<file path="src/rtl/cart_bus_pkg.sv">
// Shared types and helpers for the cartridge bus arbiter.
// The round-robin picker is written for NPORTS so a third requester can be added later.
package cart_bus_pkg;

   typedef enum logic [2:0] {
      IDLE,
      ISSUE,
      WAIT_RISE,
      WAIT_FALL,
      DONE,
      ABORT
   } state_t;

   typedef enum logic {
      OP_RD = 1'b0,
      OP_WR = 1'b1
   } op_t;

   localparam logic [7:0] ABORT_RDATA = 8'hFF;
   localparam int         NPORTS      = 2;
   localparam int         PIDX_W      = 1;

   // Highest priority goes to the port just after 'last', wrapping around.
   function automatic logic [NPORTS-1:0] rr_pick(input logic [NPORTS-1:0] req,
                                                 input logic [PIDX_W-1:0] last);
      logic [NPORTS-1:0] pick;
      logic [PIDX_W-1:0] idx;
      pick = '0;
      for (int k = NPORTS; k >= 1; k--) begin
         idx = PIDX_W'((int'(last) + k) % NPORTS);
         if (req[idx]) begin
            pick      = '0;
            pick[idx] = 1'b1;
         end
      end
      return pick;
   endfunction

endpackage

</file>
<file path="src/rtl/cart_bus_arbiter.sv">
// Two-port round-robin arbiter for the cartridge bus: issues one rd/wr strobe,
// follows cart busy to completion and returns data with a one-cycle ack.
module cart_bus_arbiter
   import cart_bus_pkg::*;
#(
   parameter int BSY_RISE_WAIT  = 3,
   parameter int TIMEOUT_CYCLES = 1023,
   parameter int TO_W           = 10
) (
   input  logic        i_clk_8m,
   input  logic        i_rst_n,
   input  logic        i_handover,
   input  logic        i_p0_rd,
   input  logic        i_p0_wr,
   input  logic [15:0] i_p0_addr,
   input  logic [7:0]  i_p0_wdata,
   output logic [7:0]  o_p0_rdata,
   output logic        o_p0_ack,
   output logic        o_p0_err,
   input  logic        i_p1_rd,
   input  logic        i_p1_wr,
   input  logic [15:0] i_p1_addr,
   input  logic [7:0]  i_p1_wdata,
   output logic [7:0]  o_p1_rdata,
   output logic        o_p1_ack,
   output logic        o_p1_err,
   output logic        o_cart_rd,
   output logic        o_cart_wr,
   output logic [15:0] o_cart_addr,
   output logic [7:0]  o_cart_din,
   input  logic [7:0]  i_cart_dout,
   input  logic        i_cart_busy,
   output logic [1:0]  o_grant
);

   // The counter runs from the ISSUE cycle, so its value is the cycle count since the strobe.
   localparam logic [TO_W-1:0] RISE_LIM  = TO_W'(BSY_RISE_WAIT);
   localparam logic [TO_W-1:0] ABORT_LIM = TO_W'(TIMEOUT_CYCLES - 1);

   state_t              r_state;
   op_t                 r_op;
   logic                r_lockout;
   logic [PIDX_W-1:0]   r_last_grant;
   logic [NPORTS-1:0]   r_grant;
   logic                r_cart_rd;
   logic                r_cart_wr;
   logic [15:0]         r_cart_addr;
   logic [7:0]          r_cart_din;
   logic [TO_W-1:0]     r_cnt;
   logic [NPORTS-1:0]   r_ack;
   logic [NPORTS-1:0]   r_err;
   logic [7:0]          r_rdata [NPORTS];

   logic [NPORTS-1:0]   w_rd;
   logic [NPORTS-1:0]   w_wr;
   logic [NPORTS-1:0]   w_req;
   logic [NPORTS-1:0]   w_pick;
   logic [15:0]         w_addr  [NPORTS];
   logic [7:0]          w_wdata [NPORTS];
   logic [PIDX_W-1:0]   w_sel;
   logic [PIDX_W-1:0]   w_owner;
   logic                w_done;
   logic                w_abort;

   assign w_rd       = {i_p1_rd, i_p0_rd};
   assign w_wr       = {i_p1_wr, i_p0_wr};
   assign w_addr[0]  = i_p0_addr;
   assign w_addr[1]  = i_p1_addr;
   assign w_wdata[0] = i_p0_wdata;
   assign w_wdata[1] = i_p1_wdata;

   assign w_req   = (w_rd | w_wr) & {1'b1, ~r_lockout};
   assign w_pick  = rr_pick(w_req, r_last_grant);
   assign w_sel   = w_pick[1];
   assign w_owner = r_grant[1];

   // A zero-wait cart never raises busy; the transfer is then treated as complete.
   assign w_done  = ((r_state == WAIT_RISE) && !i_cart_busy && (r_cnt == RISE_LIM)) ||
                    ((r_state == WAIT_FALL) && !i_cart_busy);
   assign w_abort = (r_state == WAIT_FALL) && i_cart_busy && (r_cnt == ABORT_LIM);

   always_ff @(posedge i_clk_8m or negedge i_rst_n) begin
      if (!i_rst_n) begin
         r_state      <= IDLE;
         r_op         <= OP_RD;
         r_lockout    <= 1'b0;
         r_last_grant <= PIDX_W'(1);
         r_grant      <= '0;
         r_cart_rd    <= 1'b0;
         r_cart_wr    <= 1'b0;
         r_cart_addr  <= '0;
         r_cart_din   <= '0;
         r_cnt        <= '0;
         r_ack        <= '0;
         r_err        <= '0;
         for (int p = 0; p < NPORTS; p++) begin
            r_rdata[p] <= '0;
         end
      end else begin
         r_cart_rd <= 1'b0;
         r_cart_wr <= 1'b0;
         r_ack     <= '0;
         r_err     <= '0;
         r_lockout <= r_lockout | i_handover;

         case (r_state)
            IDLE: begin
               if (|w_req) begin
                  r_state     <= ISSUE;
                  r_grant     <= w_pick;
                  r_op        <= w_wr[w_sel] ? OP_WR : OP_RD;
                  r_cart_addr <= w_addr[w_sel];
                  r_cart_din  <= w_wdata[w_sel];
                  r_cart_rd   <= ~w_wr[w_sel];
                  r_cart_wr   <= w_wr[w_sel];
                  r_cnt       <= '0;
               end
            end
            ISSUE: begin
               r_state <= WAIT_RISE;
               r_cnt   <= r_cnt + 1'b1;
            end
            WAIT_RISE: begin
               r_cnt <= r_cnt + 1'b1;
               if (i_cart_busy) begin
                  r_state <= WAIT_FALL;
               end
            end
            WAIT_FALL: begin
               r_cnt <= r_cnt + 1'b1;
            end
            DONE, ABORT: begin
               r_state <= IDLE;
            end
            default: begin
               r_state <= IDLE;
            end
         endcase

         // Ack, data and grant release are all registered on entry to DONE/ABORT.
         if (w_done || w_abort) begin
            r_state        <= w_abort ? ABORT : DONE;
            r_grant        <= '0;
            r_last_grant   <= w_owner;
            r_ack[w_owner] <= 1'b1;
            r_err[w_owner] <= w_abort;
            if (w_abort) begin
               r_rdata[w_owner] <= ABORT_RDATA;
            end else begin
               r_rdata[w_owner] <= (r_op == OP_WR) ? 8'h00 : i_cart_dout;
            end
         end
      end
   end

   assign o_p0_rdata  = r_rdata[0];
   assign o_p0_ack    = r_ack[0];
   assign o_p0_err    = r_err[0];
   assign o_p1_rdata  = r_rdata[1];
   assign o_p1_ack    = r_ack[1];
   assign o_p1_err    = r_err[1];
   assign o_cart_rd   = r_cart_rd;
   assign o_cart_wr   = r_cart_wr;
   assign o_cart_addr = r_cart_addr;
   assign o_cart_din  = r_cart_din;
   assign o_grant     = r_grant;

endmodule

</file>
<file path="config.mk">
export PLATFORM = sky130hd
export DESIGN_NAME = cart_bus_arbiter
export DESIGN_NICKNAME = d
export VERILOG_FILES = /design/src/rtl/cart_bus_pkg.sv /design/src/rtl/cart_bus_arbiter.sv
export SDC_FILE = /design/constraint.sdc
export NUM_CORES = 1
export LEC_CHECK = 0
export ABC_AREA = 1
export CAP_MARGIN = 15
export CORE_MARGIN = 2
export CORE_UTILIZATION = 41
export CTS_CLUSTER_SIZE = 16
export DETAILED_ROUTE_END_ITERATION = 10
export PLACE_DENSITY = 0.74
export SKIP_LAST_GASP = 1
export SYNTH_ARGS = -nofsm -noshare
export SYNTH_HDL_FRONTEND = slang
export SYNTH_SLANG_ARGS = --single-unit
</file>
<file path="constraint.sdc">
create_clock -name i_clk_8m -period 1.3 [get_ports i_clk_8m]
set_input_delay 0.195 -clock i_clk_8m [delete_from_list [all_inputs] [get_ports i_clk_8m]]
set_output_delay 0.195 -clock i_clk_8m [all_outputs]
set_load 0.02 [all_outputs]
</file>
Word-level counts from Yosys, hierarchy flattened
Index checks and enable logic that the tools add are counted.
W data, S select, Z words.
{ "op_classes": {"order_cmp": 10, "muxes": 42, "div_mod_pow": 0, "n_addsub": 3, "mul": 0, "n_reduce_logical": 22, "shift": 0, "bitwise": 9, "n_eq_ne": 9} }
{ "ops": {"columns": ["cell", "n"], "rows": [
  ["$mux W16", 4],
  ["$mux W8", 5],
  ["$pmux W10 S2", 1],
  ["$bwmux W16", 1],
  ["$or A16 B16 Y16", 1],
  ["$mux W1", 15],
  ["$mux W2", 7],
  ["$pmux W3 S4", 1],
  ["$add A10 B1 Y10 const B", 1],
  ["$eq A10 B10 Y1 const B", 1],
  ["$eq A10 B2 Y1 const B", 1],
  ["$mux W10", 1],
  ["$logic_and A1 B1 Y1", 9],
  ["$mux W3", 3],
  ["$demux W8 S1", 1],
  ["$lt A1 B2 Y1 const B", 4],
  ["$eq A3 B2 Y1 const B", 2],
  ["$reduce_and A2 Y1", 3],
  ["$reduce_bool A2 Y1", 3],
  ["$and A2 B2 Y2", 2],
  ["$ge A2 B2 Y1 const B", 2],
  ["$not A1 Y2", 2],
  ["$demux W1 S1", 3],
  ["$eq A3 B1 Y1 const B", 1],
  ["16 further kinds", 21]
]} }
{ "word_totals": {"ram_bits": 0, "out_inout_bits": 48, "input_bits": 64, "ff_bits": 64, "mem_count": 0, "mem_bits_ro": 0, "latchBits": 0, "word_cells": 109} }

Longest topological paths before layout
{ "depth": {"depth_word": 12, "ltp_mapped": 11, "depth_no_buf": 11} }

Least setup slack after synthesis
OpenSTA, ideal clock, no wires.
{ "synth_path": {"path_type": "reg2reg", "start": "register r_cnt[0]", "end": "register r_rdata (netlist bit o_p0_rdata[0])", "setup_time_ps": 118, "path_stages_with_launch": 11, "slack_ps": -74, "synth_period_minus_slack_ps": 1374, "arrival_ps": 1257, "required_ps": 1182, "path_buffers": 1, "cell_sequence": "dfrtp_1 ha_1 inv_1 nor2_1 nand2_1 nor2_1 nand2_1 nand3_4 buf_6 nand3_1 nand2_1"} }
{ "synth_via": {"elab_chain_len": 4, "elab_cells_between_ends": 7, "cone_classes": "2 x eq/ne; 1 x mux; 4 x reduce/logical"} }
{ "synth_rtl": {"columns": ["element", "line", "source"], "rows": [
  ["from (decl)", "cart_bus_arbiter.sv:49", "logic [TO_W-1:0] r_cnt;"],
  ["from (signal assigned)", "cart_bus_arbiter.sv:121", "r_cnt <= r_cnt + 1'b1;"],
  ["from (signal assigned)", "cart_bus_arbiter.sv:124", "r_cnt <= r_cnt + 1'b1;"],
  ["from (signal assigned)", "cart_bus_arbiter.sv:130", "r_cnt <= r_cnt + 1'b1;"],
  ["$eq A10 B2 Y1", "cart_bus_arbiter.sv:78", "assign w_done = ((r_state == WAIT_RISE) && !i_cart_busy && (r_cnt == RISE_LIM)) ||"],
  ["$logic_and A1 B1 Y1", "cart_bus_arbiter.sv:78", null],
  ["$logic_or A1 B1 Y1", "cart_bus_arbiter.sv:78", null],
  ["$logic_or A1 B1 Y1", "cart_bus_arbiter.sv:141", "if (w_done || w_abort) begin"],
  ["to (signal, indexed assignment)", "cart_bus_arbiter.sv:150", "r_rdata[w_owner] <= (r_op == OP_WR) ? 8'h00 : i_cart_dout;"],
  ["to (decl)", "cart_bus_arbiter.sv:52", "logic [7:0] r_rdata [NPORTS];"]
]} }
Parallel ways exist; a longest one is shown, timed or not.
A chain may end at the register's enable or synchronous reset.

Worst setup path in the final report
{ "layout_path": {"start": "register r_cnt[0]", "end": "register r_rdata (netlist bit o_p0_rdata[3])"} }
Same word-level chain as after synthesis.

==> results.toml <==
[detailed_routing]
wl_per_cell_um = 13.9
drc = 0
vias = 3179
dr.pass1.iters = 4
postRouteAntennaNets = 0
drt_iter0_markers = 142
viasPerCell = 4.85
wl_um = 9080

[setup_path]
slowest_stage = "dfrtp_1"
required_ns = 1.59
path_class = "reg2reg"
critPathMaxStageDelay_ns = 0.40
crit_arrival_ns = 1.87
worstSetupEndpointType = "flip-flop"
startpoint = "r_cnt[0]$_DFFE_PN0P_"
r2r-start = "r_cnt[0]$_DFFE_PN0P_"
path_buf_inv = 4
critPathMaxFanout = 4
cp_cell_sequence = "inv_1 -> ha_2 -> nand2_2 -> inv_2 -> nand2_2 -> nor2_4 -> nand2_4 -> buf_4 -> buf_6 -> nand2_1 -> nand3_1 -> nand2_1"
start_kind = "flip-flop"
critical_path.top_delay_family = "simple AND/OR/NAND/NOR gates"

[clock_tree]
path_clk_slew_ns = 0.07
cts_tree = "built"
clock_latency_ns = 0.35
cts_buffers = 9
clock-sinks = 64
clock_path_buffers = 2
htreeDepth = 3
clockRootBuffer = "clkbuf_8"

[place]
place.gp.congestion = 0.810
portBuffers = 111
placed_area_um2 = 4530
hpwlAfterDp_um = 5790
dpl_worst_slack_ns = -0.373

[yosys]
synth_edf_count = 0
yosys-top-cells-area = "dfrtp_1 (50%), nand2_1 (18%), o211ai_1 (5.7%)"
async_flop_share = 1.00
synth_flop_cell = "dfrtp_1"
synth_top_area_frac = 0.503
syn-cell-area_um2 = 3140
synth.most_common_cell = "nand2_1"
avgSynthCellArea_um2 = 7.86
yosys.area.top_type = "dfrtp_1"
synth_common_cells = "nand2_1 (154), dfrtp_1 (63), inv_1 (43), nand3_1 (31), o211ai_1 (24)"
seq_area_frac_synth = 0.511
synth.distinct_cells = 27
synth-seq-cells = 64
yosysWarnings = 0
syn_inst = 399
synth_nets = 465

[min_path]
hold_path.class = "in2reg"
hold_start = "i_p0_wr"

[grt]
groute.usage.overall = 0.206
grt_max_degree = 65
grt_pass1_vias = 3049
grt-ovfl-total = 0
grt_antenna_before_repair = 0
grt_pass1_wl_um = 13700

[final_layout]
layout-drive-gt1-share = 0.237
final_area_um2 = 5290
final_nets = 617
syn2layout_area_growth_pct = 68.8
num_antenna_cells = 0

[run_status]
status = "complete, but fails checks"
violations = "setup timing"

[sta]
skew_ns = 0.00940
setup_viol = 32
rsz0062_at_grt = "true"
worst_pin_slew_ns = 0.330
slew_violations = 0
max_clock_freq_mhz = 633
holdWs_ns = 0.249
max-slew-margin-rel = 0.780
period_needed_ns = 1.58
period_share = 1.22
fin_ws_ns = -0.280
hold_viol = 0

[job]
cap_violations = 0

[floorplanning]
initial_core_util = 0.428
core_area_um2 = 7330
die_h_um = 91.5
num_rows = 31
io_pins = 112
fp.dieArea_um2 = 8360
die_x_um = 91.5

[power_and_ir_drop]
power.density_nw_per_um2 = 2070
p_leak_uw = 0.00280
vdd_drop_max_mv = 1.11
## cells in the final DEF (no fill, tap or decap), drive strengths merged
cell           synthesis  final
a21oi                  5      5
a31oi                  1      1
buf                   14     39
bufinv                 0      3
clkbuf                 0     14
clkdlybuf4s15          0     10
clkdlybuf4s50          0     60
clkinv                 1      3
clkinvlp               0      1
dfrtp                 63     63
dfstp                  1      1
dlygate4sd2            0     38
dlygate4sd3            0      1
dlymetal6s2s           0      2
ha                     2      2
inv                   54     54
nand2                158    159
nand3                 32     32
nand4                  1      1
nor2                  23     23
nor3                   1      1
o211ai                24     24
o21ai                 15     15
o21bai                 1      1
or2                    3      3
## kinds of logic after synthesis
family                     after synthesis  share of synthesized area
and+or+nand+nor                        218                      0.289
DFF                                     64                      0.511
adders and majority gates                2                    0.00798
buffers and inverters                   69                     0.0954
AOI/OAI and AO/OA                       46                     0.0962
## through the flow
step	util	std cells	total power [uW]	TNS, ns
6_report	0.722	655	11000	-6.48
5_1_grt	0.722	655	11700	-11.83
4_1_cts	0.670	644	10300	-4.10
3_5_place_dp	0.618	622	8310	-19.26
3_3_place_gp	0.618	622	8200	-17.08
2_1_floorplan	-	399	5990	-0.892
## flip-flops by register name, summed over array words and instances (netlist names)
signal / cells
r_ack: 2
r_cnt: 10
r_lockout: 1
o_cart_din: 8
o_cart_rd: 1
r_err: 2
r_state: 3
o_grant: 2
r_op: 1
o_cart_addr: 16
o_cart_wr: 1
r_last_grant: 1
o_p0_rdata: 8
o_p1_rdata: 8
## cell type report
cell class,instances,area [um^2]
fillers,540,2040
flip-flops and latches,64,1600
repair buffers,154,1600
multi-input cells,267,1490
inverters,55,221
clock buffers,10,138
well taps,99,124
clock inverters,6,115
## worst paths after layout
kind                                                    to  slack (ns)  depth (start not counted)
worst min register to register  o_cart_addr[6]$_DFFE_PN0P_        0.47                          2
worst max-delay path             o_p0_rdata[3]$_DFFE_PN0P_       -0.28                         12
max in group asynchronous         r_last_grant$_DFFE_PN1P_        0.61                          3
worst max register to register   o_p0_rdata[3]$_DFFE_PN0P_       -0.28                         12
min in group asynchronous       o_cart_addr[5]$_DFFE_PN0P_        0.38                          3
worst min-delay path                   o_cart_rd$_DFF_PN0_        0.25                          4
## timing repair
item / in CTS / in global routing
gates resized for setup: 79 / 70
buffers inserted: 4 / 6
endpoints found under the hold margin: 63 / 0
hold buffers: 1 / 0
cloned: 2 / 5
pin swaps: 13 / 35
setup endpoints to repair: 109 / 73
## power breakdown
group / internal (uW) / switching, uW / total (uW)
Combinational: 2320 / 3180 / 5500
Sequential: 2800 / 509 / 3310
Clock: 1340 / 826 / 2160
Total: 6460 / 4510 / 11000
## worst register-to-register path: stages, from the launching register on
cell and delay [ns]:
dfrtp_1 0.40, inv_1 0.07, ha_2 0.19, nand2_2 0.06, inv_2 0.06, nand2_2 0.06
nor2_4 0.12, nand2_4 0.08, buf_4 0.14, buf_6 0.12, nand2_1 0.09, nand3_1 0.09
nand2_1 0.06
## routing by layer
layer / up-vias / GRT usage / part of all wire
li1: 1565 / - / -
met1: 1481 / 0.252 / 0.41
met2: 120 / 0.336 / 0.50
met3: 13 / 0.0747 / 0.077
met4: 0 / 0.0682 / 0.015
met5: - / 0 / 0
Note: power is estimated with default switching activity, not from simulation.
